## src/rtl/uart_tx_fifo.sv

```systemverilog
// uart_tx_fifo: transmit-side byte FIFO that paces launches into a UART transmitter.
//
// Ports:
//   clk        system clock, rising edge
//   rst        asynchronous active-low reset
//   wr_en      host write strobe
//   wr_data    byte to enqueue
//   full       count == depth (registered)
//   empty      count == 0 (registered)
//   count      bytes currently stored (registered)
//   overflow   one-cycle pulse when a write was dropped
//   tx_start   one-cycle launch pulse to the transmitter
//   tx_data    byte being sent, held between launches
//   tx_active  transmitter busy
//   done_tx    transmitter end-of-frame pulse
module uart_tx_fifo #(
    parameter int unsigned depth      = 16,
    parameter int unsigned addr_width = 4
) (
    input  logic                  clk,
    input  logic                  rst,
    input  logic                  wr_en,
    input  logic [7:0]            wr_data,
    output logic                  full,
    output logic                  empty,
    output logic [addr_width:0]   count,
    output logic                  overflow,
    output logic                  tx_start,
    output logic [7:0]            tx_data,
    input  logic                  tx_active,
    input  logic                  done_tx
);

    localparam int unsigned cnt_width = addr_width + 1;

    localparam logic [1:0] IDLE      = 2'd0;
    localparam logic [1:0] WAIT_DONE = 2'd1;
    localparam logic [1:0] GAP       = 2'd2;

    logic [7:0]            mem [depth];
    logic [addr_width-1:0] wr_ptr;
    logic [addr_width-1:0] rd_ptr;
    logic [1:0]            state;
    logic [1:0]            state_next;
    logic                  pop;
    logic                  wr_accept;
    logic                  tx_start_next;
    logic [7:0]            tx_data_next;
    logic [cnt_width-1:0]  count_next;

    // Full is judged on the registered count, so a same-cycle pop never makes room.
    assign wr_accept = wr_en && !full;

    // Launch FSM: next state, pop request and next transmitter outputs.
    always_comb begin
        state_next    = state;
        pop           = 1'b0;
        tx_start_next = 1'b0;
        tx_data_next  = tx_data;
        case (state)
            IDLE: begin
                if (!empty && !tx_active) begin
                    pop           = 1'b1;
                    tx_start_next = 1'b1;
                    tx_data_next  = mem[rd_ptr];
                    state_next    = WAIT_DONE;
                end
            end
            WAIT_DONE: begin
                if (done_tx) begin
                    state_next = GAP;
                end
            end
            GAP: begin
                // Guard cycle so tx_active can fall before the next launch.
                state_next = IDLE;
            end
            default: begin
                state_next = IDLE;
            end
        endcase
    end

    // Occupancy update; accept and pop together leave count unchanged.
    always_comb begin
        count_next = count;
        case ({wr_accept, pop})
            2'b10:   count_next = count + cnt_width'(1);
            2'b01:   count_next = count - cnt_width'(1);
            default: count_next = count;
        endcase
    end

    // Storage array; contents are intentionally not reset.
    always_ff @(posedge clk) begin
        if (wr_accept) begin
            mem[wr_ptr] <= wr_data;
        end
    end

    // State, pointers, flags and transmitter outputs.
    always_ff @(posedge clk or negedge rst) begin
        if (!rst) begin
            state    <= IDLE;
            wr_ptr   <= '0;
            rd_ptr   <= '0;
            count    <= '0;
            empty    <= 1'b1;
            full     <= 1'b0;
            overflow <= 1'b0;
            tx_start <= 1'b0;
            tx_data  <= 8'h00;
        end else begin
            state    <= state_next;
            count    <= count_next;
            empty    <= (count_next == '0);
            full     <= (count_next == cnt_width'(depth));
            overflow <= wr_en && full;
            tx_start <= tx_start_next;
            tx_data  <= tx_data_next;
            if (wr_accept) begin
                wr_ptr <= wr_ptr + addr_width'(1);
            end
            if (pop) begin
                rd_ptr <= rd_ptr + addr_width'(1);
            end
        end
    end

endmodule

```

## config.mk

```make
export PLATFORM = sky130hd
export DESIGN_NAME = uart_tx_fifo
export DESIGN_NICKNAME = d
export VERILOG_FILES = /design/src/rtl/uart_tx_fifo.sv
export SDC_FILE = /design/constraint.sdc
export NUM_CORES = 1
export LEC_CHECK = 0
export ABC_AREA = 1
export BUFFER_PORTS_ARGS = -buffer_cell sky130_fd_sc_hd__buf_2
export CAP_MARGIN = 20
export CORE_ASPECT_RATIO = 1.5
export CORE_MARGIN = 2
export CORE_UTILIZATION = 55
export DETAILED_ROUTE_END_ITERATION = 12
export PLACE_DENSITY = 0.73
export SLEW_MARGIN = 20
export SYNTH_ARGS = -nofsm -noshare
export SYNTH_HDL_FRONTEND = slang
export SYNTH_SLANG_ARGS = --single-unit
export TNS_END_PERCENT = 30
```

## constraint.sdc

```tcl
create_clock -name clk -period 2.9 [get_ports clk]
set_clock_uncertainty 0.1 [all_clocks]
set_input_delay 0.145 -clock clk [delete_from_list [all_inputs] [get_ports clk]]
set_output_delay 0.145 -clock clk [all_outputs]
set_load 0.03 [all_outputs]
```

# Word level (Yosys, flattened, before mapping)
# Memories as Yosys holds them, arrays and structs flattened. A register that Yosys moved wholly into a read port is not among the register bits.
# Cells that the tools add are included.
[classes]
addsub = 4
mux = 8
reduce_logical = 11
eq_ne = 6
[op_table]
columns = ["cell", "n"]
rows = [
  ["$pmux 5 s2", 1],
  ["$add 4x1->4 const B", 2],
  ["$add 5x1->5 const B", 1],
  ["$eq 5x5->1 const B", 1],
  ["$logic_not 5->1", 1],
  ["$sub 5x1->5 const B", 1],
  ["$eq 2x1->1 const B", 2],
  ["$logic_not 1->1", 4],
  ["$mux 1", 4],
  ["$mux 2", 2],
  ["$ne 2x2->1 const B", 2],
  ["$pmux 2 s2", 1],
  ["$reduce_and 2->1", 2],
  ["$logic_and 1x1->1", 3],
  ["$eq 2x2->1 const B", 1],
  ["$logic_not 2->1", 1],
]
[totals]
input_bits = 13
ff_bits = 19
mem_count = 1
mem_bits_rw = 128
word_cells = 38
out_inout_bits = 17
[memory_table]
columns = ["name", "depth", "word_bits", "rd", "rd_ports_with_merged_regs", "wr", "line_no", "text"]
rows = [
  ["mem", 16, 8, 1, 1, 1, "40", "logic [7:0] mem [depth];"],
]

# Depth between registers and ports, before layout
[depth]
depth_word = 7
depth_mapped = 18
depth_no_buf = 18

# Worst setup path after synthesis
# OpenSTA, ideal clock, no wires.
[synth_path]
kind = "register -> register"
from = "register empty"
to = "register full"
setup_ps = 69
setup_slack_ps = 678
stages_incl_launch_ff = 13
path_buffers = 1
t_arrival_ps = 2054
t_required_ps = 2731
synth_period_minus_slack_ps = 2222
cell_sequence = "dfstp_2 nor2_4 nand2_1 inv_1 buf_2 ha_1 inv_2 nand2_1 o21ai_1 or2_0 nor2_1 nand3_2 nor2_2"
[synth_between]
elab_chain_len = 7
elab_cells_between_ends = 8
cone_classes = "eq/ne: 3; mux: 3; reduce/logical: 2"
[synth_rtl]
columns = ["item", "line_no", "text"]
rows = [
  ["start: declaration", "25", "output logic empty,"],
  ["start signal: assignment", "116", "empty <= (count_next == '0);"],
  ["$logic_not 1->1 *", "62", "if (!empty && !tx_active) begin"],
  ["$logic_and 1x1->1 *", "62", ""],
  ["$mux 1 *", "62", ""],
  ["$mux 1 *", "60", "case (state)"],
  ["$eq 2x1->1 or $eq 2x2->1 (tied branches)", "87", "case ({wr_accept, pop})"],
  ["$pmux 5 s2 *", "87", ""],
  ["net count_next[1]", "49", "logic [cnt_width-1:0] count_next;"],
  ["$eq 5x5->1 *", "117", "full <= (count_next == cnt_width'(depth));"],
  ["end signal: assignment", "117", ""],
  ["end: declaration", "24", "output logic full,"],
]
# Mark *: on every way through the listed nets, which the timed path passes. The rest lies on a longest branch.
# A chain may end at the register's enable or synchronous reset.

==> impl_metrics.yaml <==
outcome:
  status: "completed"
run:
  cap_viol_max_count: 0
pwr:
  power.share.clock_pct: 28.9
  powerDensity_nw_per_um2: 1062
  p_seq_share_pct: 38.6
  p_leak_nw: 2.712
  pwr-share-comb_pct: 32.6
  sw_frac_of_total_pct: 36.36
  intPower_mw: 4.970
  peakVddDrop_mv: 0.7046
  power_switching_mw: 2.840
timing:
  post-route-period-util_pct: 74.35
  holdWs_ns: 0.01670
  final_max_slew_viol_count: 0
  rsz0062_at_grt: "no"
  fmax_ghz: 0.4638
  hold_viol: 0
  relSlewSlack_pct: 51.98
  final.setup.tns_ns: 0
  tightest_slew_ns: 0.7204
  period_needed_ns: 2.156
  setup_violations: 0
cells_and_area:
  finalNonFillerCells: 718
  layout-drive-gt1-share_pct: 17.08
  diodes: 0
  nets: 576
  seq_area_um2: 4522
  area_delta_synth_final_pct: 16.00
  design_area_um2: 7356
  fillCellCount: 800
  multi_input_area_um2: 1572
clock_network:
  htreeDepth: 4
  cts_sinks: 155
  clk-insertion-delay-late_ns: 0.41
  postCtsHoldBufs: 3
  post_cts_buffers: 0
  root_buffer: "clkbuf_16"
  clkSlewWorstSetupHoldPaths_ns: 0.06
  post_cts_resized: 0
  cts_tree: "yes"
  cts_buffer_depth: 2
  cts_buffers: 17
synthesis:
  synth.cell_area_um2: 6341
  yosysSeqAreaShare_pct: 71.29
  syn_inst: 510
  ys_warn_count: 0
  avgSynthCellArea_um2: 12.43
  synth_cell_types: 33
  ys_ff_latch: 155
  synthesis.nets: 530
grt:
  first_global_vias: 4265
  grt_util_met2_pct: 42.73
  antenna_found_initial: 0
  grt_use_total_pct: 24.62
  busiest_layer: "met2"
  gr-usage-met3_pct: 5.231
  grt_pass1_wl_um: 22680
  gr-total-overflow: 0
  met1_usage_pct: 29.74
  grt_max_degree: 45
setup_path:
  critical_path.cell_chain: "buf_4, o21ai_0, o221ai_1, nand3_1, a31oi_1"
  crit_family: "compound AO/OA/AOI/OAI gates"
  crit_slowest_cell: "dfrtp_2"
  regToRegSetupSlack_ns: 0.74
  path_buf_inv: 1
  endpoint_kind: "flop"
  cpPeakStageDelay_ns: 0.63
  worstPathRequired_ns: 3.13
  setup.worst_path.start_class: "flop"
  cp_max_fo: 44
  crit_type: "flop to flop"
  arrival_ns: 2.39
placement:
  io_buffers: 29
  dp_hpwl_um: 9305
  dp.cells: 684
  place_congestion: 0.8069
  place_area_um2: 6720
floorplanning:
  die_w_um: 91.67
  start_util_pct: 55.86
  die_y_um: 135.5
  core_area_um2: 11350
  fp.dieArea_um2: 12420
  io_pins: 30
  row_count: 48
detailed_routing:
  drtAntennaViolNets: 0
  drtIter0Drc: 499
  wire_per_inst_um: 20.13
  drt_pass1_iterations: 5
  dr_total_vias: 4174
  totalWireLength_um: 14450
  vias_per_cell: 5.813
  drc: 0
worst_hold_path:
  hold_class: "input pin to flop"
==> cells by family after synthesis <==
family / Yosys count / synth area share, %
XOR/XNOR: 8 / 1.223
AO/OA/AOI/OAI: 120 / 11.07
AND/OR/NAND/NOR: 161 / 11.11
adder cells (fa/ha/maj): 7 / 1.381
buffers and inverters: 59 / 3.927
flip-flops: 155 / 71.29
==> tightest hold or removal path, cell delays in order <==
cell,delay (ns)
buf_2,0.10
nor2_4,0.05
nand2_1,0.13
inv_1,0.06
==> power by group through the flow <==
stage,Clock (mW),Sequential (mW),Combinational [mW]
floorplan,0,3.16,1.62
finish,2.25,3.01,2.54
global route,2.36,3.05,2.80
detailed placement,0,3.05,2.50
global placement,0,3.04,2.42
CTS,2.28,3.01,2.53
==> worst paths after layout <==
kind	end	cells after the start	from
setup / recovery	tx_data[2]	5	rd_ptr[0]
hold reg to reg	overflow	2	full
hold / removal	tx_start	4	tx_active
min in group asynchronous	full	2	rst
max in group asynchronous	rd_ptr[0]	2	rst
setup reg to reg	tx_data[2]	5	rd_ptr[0]
==> cell usage in the layout, fill, tap and decap left out, drive strengths merged, types with 7 or more instances in the layout <==
cell / count
a21oi: 10
a31oi: 8
buf: 50
clkbuf: 18
clkinv: 8
dfrtp: 26
edfxtp: 128
ha: 7
inv: 32
nand2: 39
nand3: 21
nor2: 95
o21ai: 74
o221ai: 22
xor2: 7
==> cells in the mapped netlist (all sizes together) <==
master / instances / area, µm²
a21oi: 10 / 50.05
a31oi: 8 / 50.05
buf: 21 / 106.4
clkbuf: 5 / 18.77
clkinv: 1 / 3.750
dfrtp: 26 / 650.6
dfstp: 1 / 26.28
edfxtp: 128 / 3844
ha: 7 / 87.58
inv: 32 / 120.1
nand2: 39 / 158.9
nand3: 21 / 127.6
nand4: 5 / 37.53
nor2: 95 / 374.1
o21ai: 74 / 370.4
o21bai: 1 / 7.510
o221ai: 22 / 192.7
o22ai: 5 / 31.28
or2: 1 / 6.260
xnor2: 1 / 8.760
xor2: 7 / 68.82
==> layout make-up <==
| type | count | share of cell area [%] |
|---|---|---|
| Clock buffer | 18 | 5.834 |
| Clock inverter | 13 | 2.398 |
| Inverter | 33 | 1.684 |
| Multi-Input combinational cell | 296 | 21.36 |
| Sequential cell | 155 | 61.47 |
| Tap cell | 150 | 2.551 |
| Timing Repair Buffer | 53 | 4.695 |
==> stage by stage <==
step / util [%] / power [mW] / setup slack [ns]
6_report: 64.80 / 7.810 / 0.7438
5_1_grt: 64.80 / 8.209 / 0.5895
4_1_cts: 64.80 / 7.813 / 0.7559
3_5_place_dp: 59.20 / 5.554 / 0.8016
3_3_place_gp: 59.20 / 5.455 / 0.8505
2_1_floorplan: - / 4.786 / 0.6776
==> layer usage <==
layer	part of all wire, %	up-vias	routed length, µm
li1	-	1928	-
met1	39	2041	5589
met2	53	180	7688
met3	5.3	25	760
met4	2.9	0	412
met5	0	-	0
==> sequential cells by signal, summed over array words and instances, names as in the netlist <==
| name | flops |
|---|---|
| tx_start | 1 |
| empty | 1 |
| rd_ptr | 4 |
| count | 5 |
| overflow | 1 |
| state | 2 |
| mem | 128 |
| full | 1 |
| wr_ptr | 4 |
| tx_data | 8 |
Power figures use the tool's default switching activity.
